### config.mk
export PLATFORM = sky130hd
export DESIGN_NAME = record_unpacker
export DESIGN_NICKNAME = d
export VERILOG_FILES = /design/src/rtl/record_pkg.sv /design/src/rtl/record_out_reg.sv /design/src/rtl/record_unpacker.sv
export SDC_FILE = /design/constraint.sdc
export NUM_CORES = 1
export LEC_CHECK = 0
export CAP_MARGIN = 20
export CORE_AREA = 2 2 110 112
export DETAILED_ROUTE_END_ITERATION = 7
export DIE_AREA = 0 0 112 114
export MAX_ROUTING_LAYER = met4
export PLACE_DENSITY = 0.79
export SYNTH_ARGS = -nofsm -noshare
export SYNTH_HDL_FRONTEND = slang
export SYNTH_SLANG_ARGS = --single-unit
### constraint.sdc
create_clock -name i_clk -period 2.7 [get_ports i_clk]
set_clock_uncertainty 0.05 [all_clocks]
set_input_delay 0.54 -clock i_clk [delete_from_list [all_inputs] [get_ports i_clk]]
set_output_delay 0.54 -clock i_clk [all_outputs]
set_load 0.1 [all_outputs]
### src/rtl/record_pkg.sv
// Shared types for the record byte link (packer and unpacker sides).
// RECORD_UNPACKER_PARITY_EN appends a XOR parity byte to every frame.
package record_pkg;

    typedef struct packed {
        logic [9:0]  a;
        logic [9:0]  aa;
        int unsigned aaa;
    } record_t;

    typedef enum logic [1:0] {
        KIND_X = 2'd1,
        KIND_Y = 2'd2,
        KIND_Z
    } kind_t;

    typedef enum logic [2:0] {
        S_HDR,
        S_A0,
        S_A1,
        S_AA0,
        S_AA1,
        S_AAA,
        S_PAR
    } state_t;

`ifdef RECORD_UNPACKER_PARITY_EN
    localparam int FRAME_BYTES = 10;
`else
    localparam int FRAME_BYTES = 9;
`endif

    localparam int REC_W = $bits(record_t);

endpackage

### src/rtl/record_out_reg.sv
// Single-entry valid/ready holding register. A load always wins over a take,
// so a record arriving in the same cycle the old one is consumed keeps valid high.
module record_out_reg #(
    parameter int W = 8
) (
    input  logic         clk,
    input  logic         srst,
    input  logic         load,
    input  logic [W-1:0] load_data,
    input  logic         take,
    output logic         valid,
    output logic [W-1:0] data
);

    logic         valid_reg;
    logic [W-1:0] data_reg;

    // Hold one entry; load sets valid, a consumer take clears it.
    always_ff @(posedge clk) begin
        if (srst) begin
            valid_reg <= 1'b0;
            data_reg  <= '0;
        end else if (load) begin
            valid_reg <= 1'b1;
            data_reg  <= load_data;
        end else if (take) begin
            valid_reg <= 1'b0;
        end
    end

    assign valid = valid_reg;
    assign data  = data_reg;

endmodule

### src/rtl/record_unpacker.sv
// Byte-link receiver: rebuilds record_t + kind_t from a little-endian byte
// frame and presents it on a valid/ready port.
// RECORD_UNPACKER_PARITY_EN adds a trailing XOR parity byte (state S_PAR).
module record_unpacker
    import record_pkg::*;
#(
    parameter int TIMEOUT = 255,
    parameter int CNT_W   = 16
) (
    input  logic             i_clk,
    input  logic             i_rst,
    input  logic [7:0]       i_byte,
    input  logic             i_valid,
    output logic             o_ready,
    output record_t          o_rec,
    output kind_t            o_kind,
    output logic             o_valid,
    input  logic             i_ready,
    output logic             o_err,
    output logic [CNT_W-1:0] o_frame_cnt
);

    localparam int IDLE_W = (TIMEOUT < 2) ? 1 : $clog2(TIMEOUT + 1);
    localparam bit TO_EN  = (TIMEOUT > 0);
    localparam logic [IDLE_W-1:0] IDLE_MAX = IDLE_W'((TIMEOUT > 0) ? TIMEOUT - 1 : 0);

    state_t            state_reg, state_next;
    logic [1:0]        bcnt_reg, bcnt_next;
    record_t           shadow_reg, shadow_next;
    kind_t             kind_reg, kind_next;
    logic [IDLE_W-1:0] idle_reg, idle_next;
    logic              err_reg, err_next;
    logic [CNT_W-1:0]  cnt_reg;
    logic              final_pos, stall, accept, load;
    logic [REC_W+1:0]  out_data;
`ifdef RECORD_UNPACKER_PARITY_EN
    logic [7:0]        par_reg, par_next;

    assign final_pos = (state_reg == S_PAR);
`else
    assign final_pos = (state_reg == S_AAA) && (bcnt_reg == 2'd3);
`endif

    // Only the completing byte is held off while the output slot is full.
    assign stall   = final_pos && o_valid && !i_ready;
    assign o_ready = !i_rst && !stall;
    assign accept  = i_valid && o_ready;

    // Next-state, field accumulation, idle timeout and error detection.
    always_comb begin
        state_next  = state_reg;
        bcnt_next   = bcnt_reg;
        shadow_next = shadow_reg;
        kind_next   = kind_reg;
        idle_next   = idle_reg;
        err_next    = 1'b0;
        load        = 1'b0;
`ifdef RECORD_UNPACKER_PARITY_EN
        par_next    = par_reg;
`endif
        if (accept) begin
            idle_next = '0;
`ifdef RECORD_UNPACKER_PARITY_EN
            par_next  = par_reg ^ i_byte;
`endif
            case (state_reg)
                S_HDR: begin
                    if (i_byte[1:0] == 2'd0) begin
                        err_next = 1'b1;
                    end else begin
                        kind_next  = kind_t'(i_byte[1:0]);
                        state_next = S_A0;
`ifdef RECORD_UNPACKER_PARITY_EN
                        par_next   = i_byte;
`endif
                    end
                end
                S_A0: begin
                    shadow_next.a[7:0] = i_byte;
                    state_next         = S_A1;
                end
                S_A1: begin
                    shadow_next.a[9:8] = i_byte[1:0];
                    state_next         = S_AA0;
                end
                S_AA0: begin
                    shadow_next.aa[7:0] = i_byte;
                    state_next          = S_AA1;
                end
                S_AA1: begin
                    shadow_next.aa[9:8] = i_byte[1:0];
                    bcnt_next           = 2'd0;
                    state_next          = S_AAA;
                end
                S_AAA: begin
                    for (int i = 0; i < 4; i++) begin
                        if (bcnt_reg == 2'(i)) begin
                            shadow_next.aaa[8*i +: 8] = i_byte;
                        end
                    end
                    bcnt_next = bcnt_reg + 2'd1;
                    if (bcnt_reg == 2'd3) begin
`ifdef RECORD_UNPACKER_PARITY_EN
                        state_next = S_PAR;
`else
                        state_next = S_HDR;
                        load       = 1'b1;
`endif
                    end
                end
`ifdef RECORD_UNPACKER_PARITY_EN
                S_PAR: begin
                    state_next = S_HDR;
                    if (par_reg == i_byte) begin
                        load = 1'b1;
                    end else begin
                        err_next = 1'b1;
                    end
                end
`endif
                default: state_next = S_HDR;
            endcase
        end else if (state_reg != S_HDR && !stall && TO_EN) begin
            if (idle_reg == IDLE_MAX) begin
                state_next = S_HDR;
                idle_next  = '0;
                err_next   = 1'b1;
            end else begin
                idle_next = idle_reg + 1'b1;
            end
        end
    end

    // State, shadow record, idle counter, error pulse and delivered-frame count.
    always_ff @(posedge i_clk) begin
        if (i_rst) begin
            state_reg  <= S_HDR;
            bcnt_reg   <= '0;
            shadow_reg <= '0;
            kind_reg   <= kind_t'(2'd0);
            idle_reg   <= '0;
            err_reg    <= 1'b0;
            cnt_reg    <= '0;
`ifdef RECORD_UNPACKER_PARITY_EN
            par_reg    <= '0;
`endif
        end else begin
            state_reg  <= state_next;
            bcnt_reg   <= bcnt_next;
            shadow_reg <= shadow_next;
            kind_reg   <= kind_next;
            idle_reg   <= idle_next;
            err_reg    <= err_next;
            if (load) begin
                cnt_reg <= cnt_reg + 1'b1;
            end
`ifdef RECORD_UNPACKER_PARITY_EN
            par_reg    <= par_next;
`endif
        end
    end

    record_out_reg #(
        .W(REC_W + 2)
    ) u_out (
        .clk       (i_clk),
        .srst      (i_rst),
        .load      (load),
        .load_data ({shadow_next, kind_next}),
        .take      (i_ready),
        .valid     (o_valid),
        .data      (out_data)
    );

    assign o_rec       = record_t'(out_data[REC_W+1:2]);
    assign o_kind      = kind_t'(out_data[1:0]);
    assign o_err       = err_reg;
    assign o_frame_cnt = cnt_reg;

endmodule
==> Yosys cells after proc, flatten, opt, wreduce, memory -nomap -nowiden <==
Index checks and enable logic that the tools add are counted.
{ "classes": {"n_eq_ne": 11, "muxes": 31, "addsub": 3, "n_reduce_logical": 20} }
{ "ops": {"columns": ["operator", "n"], "rows": [
  ["$mux 8", 7],
  ["$mux 52", 1],
  ["$mux 32", 1],
  ["$pmux 3 s6", 1],
  ["$add 16x1->16 const B", 1],
  ["$mux 3", 5],
  ["$mux 1", 10],
  ["$mux 2", 5],
  ["$add 8x1->8 const B", 1],
  ["$eq 8x8->1 const B", 1],
  ["$reduce_bool 2->1", 4],
  ["$eq 3x2->1 const B", 2],
  ["$eq 3x3->1 const B", 2],
  ["$logic_and 1x1->1", 6],
  ["$eq 2x2->1 const B", 2],
  ["$logic_not 2->1", 2],
  ["$pmux 2 s2", 1],
  ["$reduce_and 4->1", 1],
  ["$eq 3x1->1 const B", 1],
  ["$logic_not 1->1", 3],
  ["$logic_not 3->1", 1],
  ["$ne 3x2->1 const B", 1],
  ["$ne 3x3->1 const B", 1],
  ["$reduce_bool 3->1", 1],
  ["4 further kinds", 4]
]} }
{ "totals": {"register_bits": 139, "wordCells": 76, "inputBits": 12, "out_inout_bits": 73} }

==> Depth between registers and ports, before layout <==
{ "depth": {"word_depth": 9, "depth_mapped": 8, "ltp_nobuf": 5} }

==> By module <==
A second synthesis with hierarchy kept.
{ "unflattened": {"cells_unflattened": 555, "hier_area_um2": 5799.3} }
{ "modules_own_cells": {"columns": ["mod", "cells_each", "instances", "area_per_inst_um2", "seq_area_each_um2"], "rows": [
  ["record_unpacker", 377, 1, 3803.6, 1681.6],
  ["record_out_reg", 178, 1, 1995.7, 1101.1]
]} }

==> Least setup slack after synthesis <==
No wires, ideal clock.
{ "synth_timing": {"kind": "flip-flop to output port", "start": "reg u_out.valid_reg (netlist: u_out.valid)", "end": "out o_ready", "n_path_buf": 1, "path_stages_with_launch": 4, "required_ns": 2.110, "slack_ns": -0.570, "t_arrival_ns": 2.680, "path_cell_list": "dfxtp_1 -> and4b_1 -> clkbuf_1 -> a21oi_1"} }
{ "synth_via": {"elab_chain_cells": 4} }
{ "synth_lines": {"columns": ["item", "line", "rtl"], "rows": [
  ["start: declaration", "record_out_reg.sv:15", "logic valid_reg;"],
  ["start signal: assignment", "record_out_reg.sv:21", "valid_reg <= 1'b0;"],
  ["start signal: assignment", "record_out_reg.sv:24", "valid_reg <= 1'b1;"],
  ["start signal: assignment", "record_out_reg.sv:27", "valid_reg <= 1'b0;"],
  ["$logic_and 1x1->1 (2 in series)", "record_unpacker.sv:45", "assign stall = final_pos && o_valid && !i_ready;"],
  ["$logic_not 1->1", "record_unpacker.sv:46", "assign o_ready = !i_rst && !stall;"],
  ["$logic_and 1x1->1", "record_unpacker.sv:46", null],
  ["end: declaration", "record_unpacker.sv:14", "output logic o_ready,"]
]} }
No other way between the ends.

==> Worst setup path in the final report <==
{ "layout_timing": {"start": "in i_ready", "end": "out o_ready"} }
{ "layout_via": {"elab_chain_cells": 4} }
{ "layout_lines": {"columns": ["item", "line", "rtl"], "rows": [
  ["start: declaration", "record_unpacker.sv:18", "input logic i_ready,"],
  ["$logic_not 1->1", "record_unpacker.sv:45", null],
  ["$logic_and 1x1->1", "record_unpacker.sv:45", null],
  ["$logic_not 1->1", "record_unpacker.sv:46", null],
  ["$logic_and 1x1->1", "record_unpacker.sv:46", null]
]} }
No other way between the ends.

==> flow_summary.html <==
<table>
<tr><th>Metric</th><th>Value</th></tr>
<tr><th colspan="2">Synthesis</th></tr>
<tr><td>Commonest register cell after synthesis</td><td>sky130_fd_sc_hd__dfxtp_1</td></tr>
<tr><td>Number of warnings reported in the yosys synthesis log</td><td>0</td></tr>
<tr><td>Netlist cell types</td><td>52</td></tr>
<tr><td>Proportion of netlist area held by the largest area contributor</td><td>47.22%</td></tr>
<tr><td>Mapped Nets</td><td>595</td></tr>
<tr><td>Asr flop ratio synth</td><td>0%</td></tr>
<tr><td>EDFF count, synth</td><td>0</td></tr>
<tr><td>Part of the Yosys area used for sequential elements</td><td>47.22%</td></tr>
<tr><td>Cells taking the most area after synthesis</td><td>sky130_fd_sc_hd__dfxtp_1 47%, sky130_fd_sc_hd__mux2i_1 13%, sky130_fd_sc_hd__nor2_1 7.3%</td></tr>
<tr><td>Number of instances in the synthesized netlist</td><td>about 580</td></tr>
<tr><td>Cell type contributing the most total cell area after synthesis</td><td>sky130_fd_sc_hd__dfxtp_1</td></tr>
<tr><td>Summed instance area of the synthesized netlist</td><td>5554 µm²</td></tr>
<tr><td>Synthesis-stage register bit count</td><td>131</td></tr>
<tr><td>Synthesized area divided by synthesized cell count</td><td>9.642 µm²</td></tr>
<tr><th colspan="2">Power and ir drop</th></tr>
<tr><td>Total power after layout</td><td>4.309 mW</td></tr>
<tr><td>Largest voltage drop on the vdd net</td><td>0.5226 mV</td></tr>
<tr><td>PwrDens</td><td>630.4 nW/µm²</td></tr>
<tr><td>Static leakage</td><td>2.753 nW</td></tr>
<tr><th colspan="2">Outcome</th></tr>
<tr><td>Status</td><td>finished clean</td></tr>
<tr><th colspan="2">GRT</th></tr>
<tr><td>All-Layer GR Usage</td><td>20.19%</td></tr>
<tr><td>Number of global-route vias before repair</td><td>4154</td></tr>
<tr><td>Largest net degree at the start of global routing</td><td>between 70 and 80</td></tr>
<tr><td>Number of antenna violations at the first check in global routing</td><td>0</td></tr>
<tr><td>Global-route congestion overflow total</td><td>0</td></tr>
<tr><td>Global-route wire length before repair</td><td>between 20 and 25 mm</td></tr>
<tr><th colspan="2">Critical path</th></tr>
<tr><td>Worst path slowest cell</td><td>sky130_fd_sc_hd__clkdlybuf4s50_1</td></tr>
<tr><td>Nature of the critical path startpoint</td><td>input port</td></tr>
<tr><td>Largest stage delay on the critical path</td><td>0.51 ns</td></tr>
<tr><td>Max FO, Critical Path</td><td>7</td></tr>
<tr><td>Capture point of the worst reg-to-reg path</td><td>o_frame_cnt[13]$_SDFFE_PP0P_</td></tr>
<tr><td>Reg2Reg Depth</td><td>5</td></tr>
<tr><td>Worst-path cell chain</td><td>clkdlybuf4s50_1 &gt; and4b_1 &gt; a21oi_2 &gt; buf_12</td></tr>
<tr><td>Reg-to-reg critical path startpoint</td><td>bcnt_reg[0]$_SDFFE_PP0P_</td></tr>
<tr><td>Data arrival at the endpoint of the critical path</td><td>~1.8 ns</td></tr>
<tr><td>Critical Path Sink Type</td><td>output port</td></tr>
<tr><td>Worst reg2reg setup slack</td><td>0.39 ns</td></tr>
<tr><td>Start-to-end type of the worst setup path</td><td>in -&gt; out</td></tr>
<tr><td>Data required time of the worst path</td><td>around 2.1 ns</td></tr>
<tr><th colspan="2">Floorplan</th></tr>
<tr><td>Die X</td><td>112 µm</td></tr>
<tr><td>Site row count</td><td>40</td></tr>
<tr><td>Overall die height</td><td>114 µm</td></tr>
<tr><td>Placeable Area</td><td>about 12000 µm²</td></tr>
<tr><td>I/O Pins</td><td>85</td></tr>
<tr><td>Area of the die</td><td>12770 µm²</td></tr>
<tr><td>Starting density of the core</td><td>47.43%</td></tr>
<tr><th colspan="2">Route</th></tr>
<tr><td>First-pass iteration count of the detailed router</td><td>5</td></tr>
<tr><td>Mean number of vias per cell</td><td>5.392</td></tr>
<tr><td>Detailed Route Iter0 Violations</td><td>272</td></tr>
<tr><td>WL final</td><td>roughly 12 mm</td></tr>
<tr><td>Number of vias in the routed layout</td><td>4324</td></tr>
<tr><td>DR WL/cell</td><td>15.29 µm</td></tr>
<tr><td>Residual antenna-violating net count after detailed routing</td><td>0</td></tr>
<tr><td>DRC violations left</td><td>0</td></tr>
<tr><th colspan="2">STA</th></tr>
<tr><td>Number of hold violations in the final report</td><td>0</td></tr>
<tr><td>Minimum clock period after layout</td><td>2.369 ns</td></tr>
<tr><td>Relative max-transition margin</td><td>50.31%</td></tr>
<tr><td>Timing-limited maximum frequency</td><td>0.4221 GHz</td></tr>
<tr><td>Max-slew violation total from the final report</td><td>0</td></tr>
<tr><td>Total negative slack</td><td>0 ns</td></tr>
<tr><td>Final worst slack</td><td>~0.33 ns</td></tr>
<tr><td>Period Utilization, post-route</td><td>87.75%</td></tr>
<tr><td>Transition time of the tightest slew-check pin</td><td>0.7454 ns</td></tr>
<tr><td>Number of setup violations in the final report</td><td>0</td></tr>
<tr><td>RSZ-0062 raised after global routing</td><td>false</td></tr>
<tr><td>Fin Hold WS</td><td>between 0.4 and 0.5 ns</td></tr>
<tr><th colspan="2">Clock tree</th></tr>
<tr><td># clock sinks</td><td>approximately 130</td></tr>
<tr><td>Root Buffer</td><td>sky130_fd_sc_hd__clkbuf_16</td></tr>
<tr><td>TritonCTS clock tree</td><td>done</td></tr>
<tr><td>Maximum buffer depth of the clock tree</td><td>2</td></tr>
<tr><td>Post CTS Setup Buffer Count</td><td>0</td></tr>
<tr><td>Number of levels the H-tree was split into</td><td>4</td></tr>
<tr><td>Worst-skew pair later-pin latency</td><td>0.41 ns</td></tr>
<tr><td>Post-cts sizing count</td><td>0</td></tr>
<tr><td>Clock-pin slew on the worst setup and hold paths</td><td>0.05 ns</td></tr>
<tr><td>CTS hold repair buffers</td><td>0</td></tr>
<tr><td>Inserted Clock Buffers</td><td>17</td></tr>
<tr><th colspan="2">Hold path</th></tr>
<tr><td>Depth of the worst hold-timing path</td><td>2</td></tr>
<tr><td>Destination of the worst hold path</td><td>u_out.data[30]$_SDFFE_PP0P_</td></tr>
<tr><td>Startpoint of the tightest hold check path</td><td>u_out.data[30]$_SDFFE_PP0P_</td></tr>
<tr><td>Classification of the worst-slack hold path</td><td>reg -&gt; reg</td></tr>
<tr><th colspan="2">Final layout</th></tr>
<tr><td>ANT cells</td><td>0</td></tr>
<tr><td>Number of flip-flops under the largest register name</td><td>54</td></tr>
<tr><td># nets final</td><td>661</td></tr>
<tr><td>Share of post-route cells with drive strength above 1</td><td>21.53%</td></tr>
<tr><td>Post-route cell area</td><td>6835 µm²</td></tr>
<tr><td>Area overhead of the layout relative to synthesis</td><td>23.07%</td></tr>
<tr><th colspan="2">Place</th></tr>
<tr><td>Area after DPL</td><td>6266 µm²</td></tr>
<tr><td>DP Wirelength</td><td>8.215 mm</td></tr>
<tr><td>Routability-driven placement congestion ratio</td><td>0.7903</td></tr>
<tr><td>Worst slack at placement</td><td>0.1567 ns</td></tr>
<tr><td>Port Buffers</td><td>between 80 and 90</td></tr>
<tr><th colspan="2">Run</th></tr>
<tr><td>Count of maximum capacitance violations</td><td>0</td></tr>
</table>
kinds of logic after synthesis:
logic type	count (synthesis)	share of synthesized area, %
buffers and inverters	57	5.294
adders and majority gates	7	1.577
muxes	76	13.83
and+or+nand+nor	201	17.35
xor gates and xnor gates	8	1.262
AOI/OAI and AO/OA	96	13.47
DFF	131	47.22
cells in the mapped netlist (3+ instances only):
library cell                number
sky130_fd_sc_hd__dfxtp_1       131
sky130_fd_sc_hd__nor2_1        108
sky130_fd_sc_hd__mux2i_1        70
sky130_fd_sc_hd__a211oi_1       44
sky130_fd_sc_hd__nand2_1        32
sky130_fd_sc_hd__a21oi_1        25
sky130_fd_sc_hd__clkbuf_1       21
sky130_fd_sc_hd__nand3_1        11
sky130_fd_sc_hd__buf_2          10
sky130_fd_sc_hd__inv_1           8
sky130_fd_sc_hd__nor2b_1         8
sky130_fd_sc_hd__buf_1           7
sky130_fd_sc_hd__buf_6           7
sky130_fd_sc_hd__ha_1            7
sky130_fd_sc_hd__o31ai_1         6
sky130_fd_sc_hd__xnor2_1         6
sky130_fd_sc_hd__nor4_1          5
sky130_fd_sc_hd__a211oi_2        4
sky130_fd_sc_hd__and3_1          4
sky130_fd_sc_hd__buf_4           4
sky130_fd_sc_hd__mux2_2          4
sky130_fd_sc_hd__nand4_1         4
sky130_fd_sc_hd__or3_1           4
sky130_fd_sc_hd__or4_1           4
sky130_fd_sc_hd__nand2b_1        3
sky130_fd_sc_hd__nand3b_1        3
sky130_fd_sc_hd__o2111ai_4       3
metal layers:
| layer | part of all wire, % | global-route usage [%] | vias up |
|---|---|---|---|
| li1 | - | - | 2157 |
| met1 | 47 | 25.12 | 2075 |
| met2 | 48 | 32.85 | 81 |
| met3 | 3.6 | 4.304 | 11 |
| met4 | 1.2 | 6.992 | 0 |
| met5 | 0 | - | - |
critical path: cells and delay by family:
family,cells,cell delay (ns)
AND/OR/NAND/NOR,1,0.30
buffers and inverters,2,0.71
AO/OA/AOI/OAI,1,0.23
worst max path at each step:
stage	start	slack, ns	cells past startpoint	endpoint
after floorplan	u_out.valid$_SDFFE_PP0P_	0.05	3	o_ready
after global placement	i_valid	0.22	5	o_frame_cnt[11]$_SDFFE_PP0P_
after detailed placement	i_valid	0.16	5	o_frame_cnt[13]$_SDFFE_PP0P_
after CTS	i_ready	0.33	4	o_ready
after global routing	bcnt_reg[0]$_SDFFE_PP0P_	0.25	5	o_frame_cnt[13]$_SDFFE_PP0P_
final	i_ready	0.33	4	o_ready
power by group:
group          internal (mW)  switching (mW)
Clock                   1.39           0.796
Sequential              1.94          0.0104
Combinational         0.0570           0.113
Total                   3.39           0.919
per-stage QoR:
step | util, % | std cells
6_report | 58.37 | 802
5_1_grt | 58.37 | 802
4_1_cts | 58.37 | 802
3_5_place_dp | 53.50 | 770
3_3_place_gp | 53.50 | 770
2_1_floorplan | - | 576
layout by cell type (no fill, tap or decap), drive strengths merged, types with 3 or more instances in the layout:
| cell type | count |
|---|---|
| dfxtp | 131 |
| nor2 | 108 |
| buf | 86 |
| mux2i | 70 |
| a211oi | 48 |
| nand2 | 32 |
| a21oi | 26 |
| clkbuf | 20 |
| nand3 | 12 |
| clkdlybuf4s50 | 10 |
| clkinv | 9 |
| nor2b | 9 |
| inv | 8 |
| ha | 7 |
| nor4 | 7 |
| xnor2 | 6 |
| o31ai | 6 |
| mux2 | 6 |
| or4 | 5 |
| nand4 | 4 |
| or3 | 4 |
| and3 | 4 |
| o2111ai | 4 |
| nand2b | 3 |
| nand3b | 3 |
| o21ai | 3 |
cell type report:
class	instances	area (µm²)
multi-input combinational	388	2646
inverter	8	30.03
timing repair buffer	96	783.3
clock buffer	20	456.7
fill	1039	4876
tap	147	183.9
sequential	131	2623
clock inverter	12	112.6
Power figures use the tool's default switching activity.
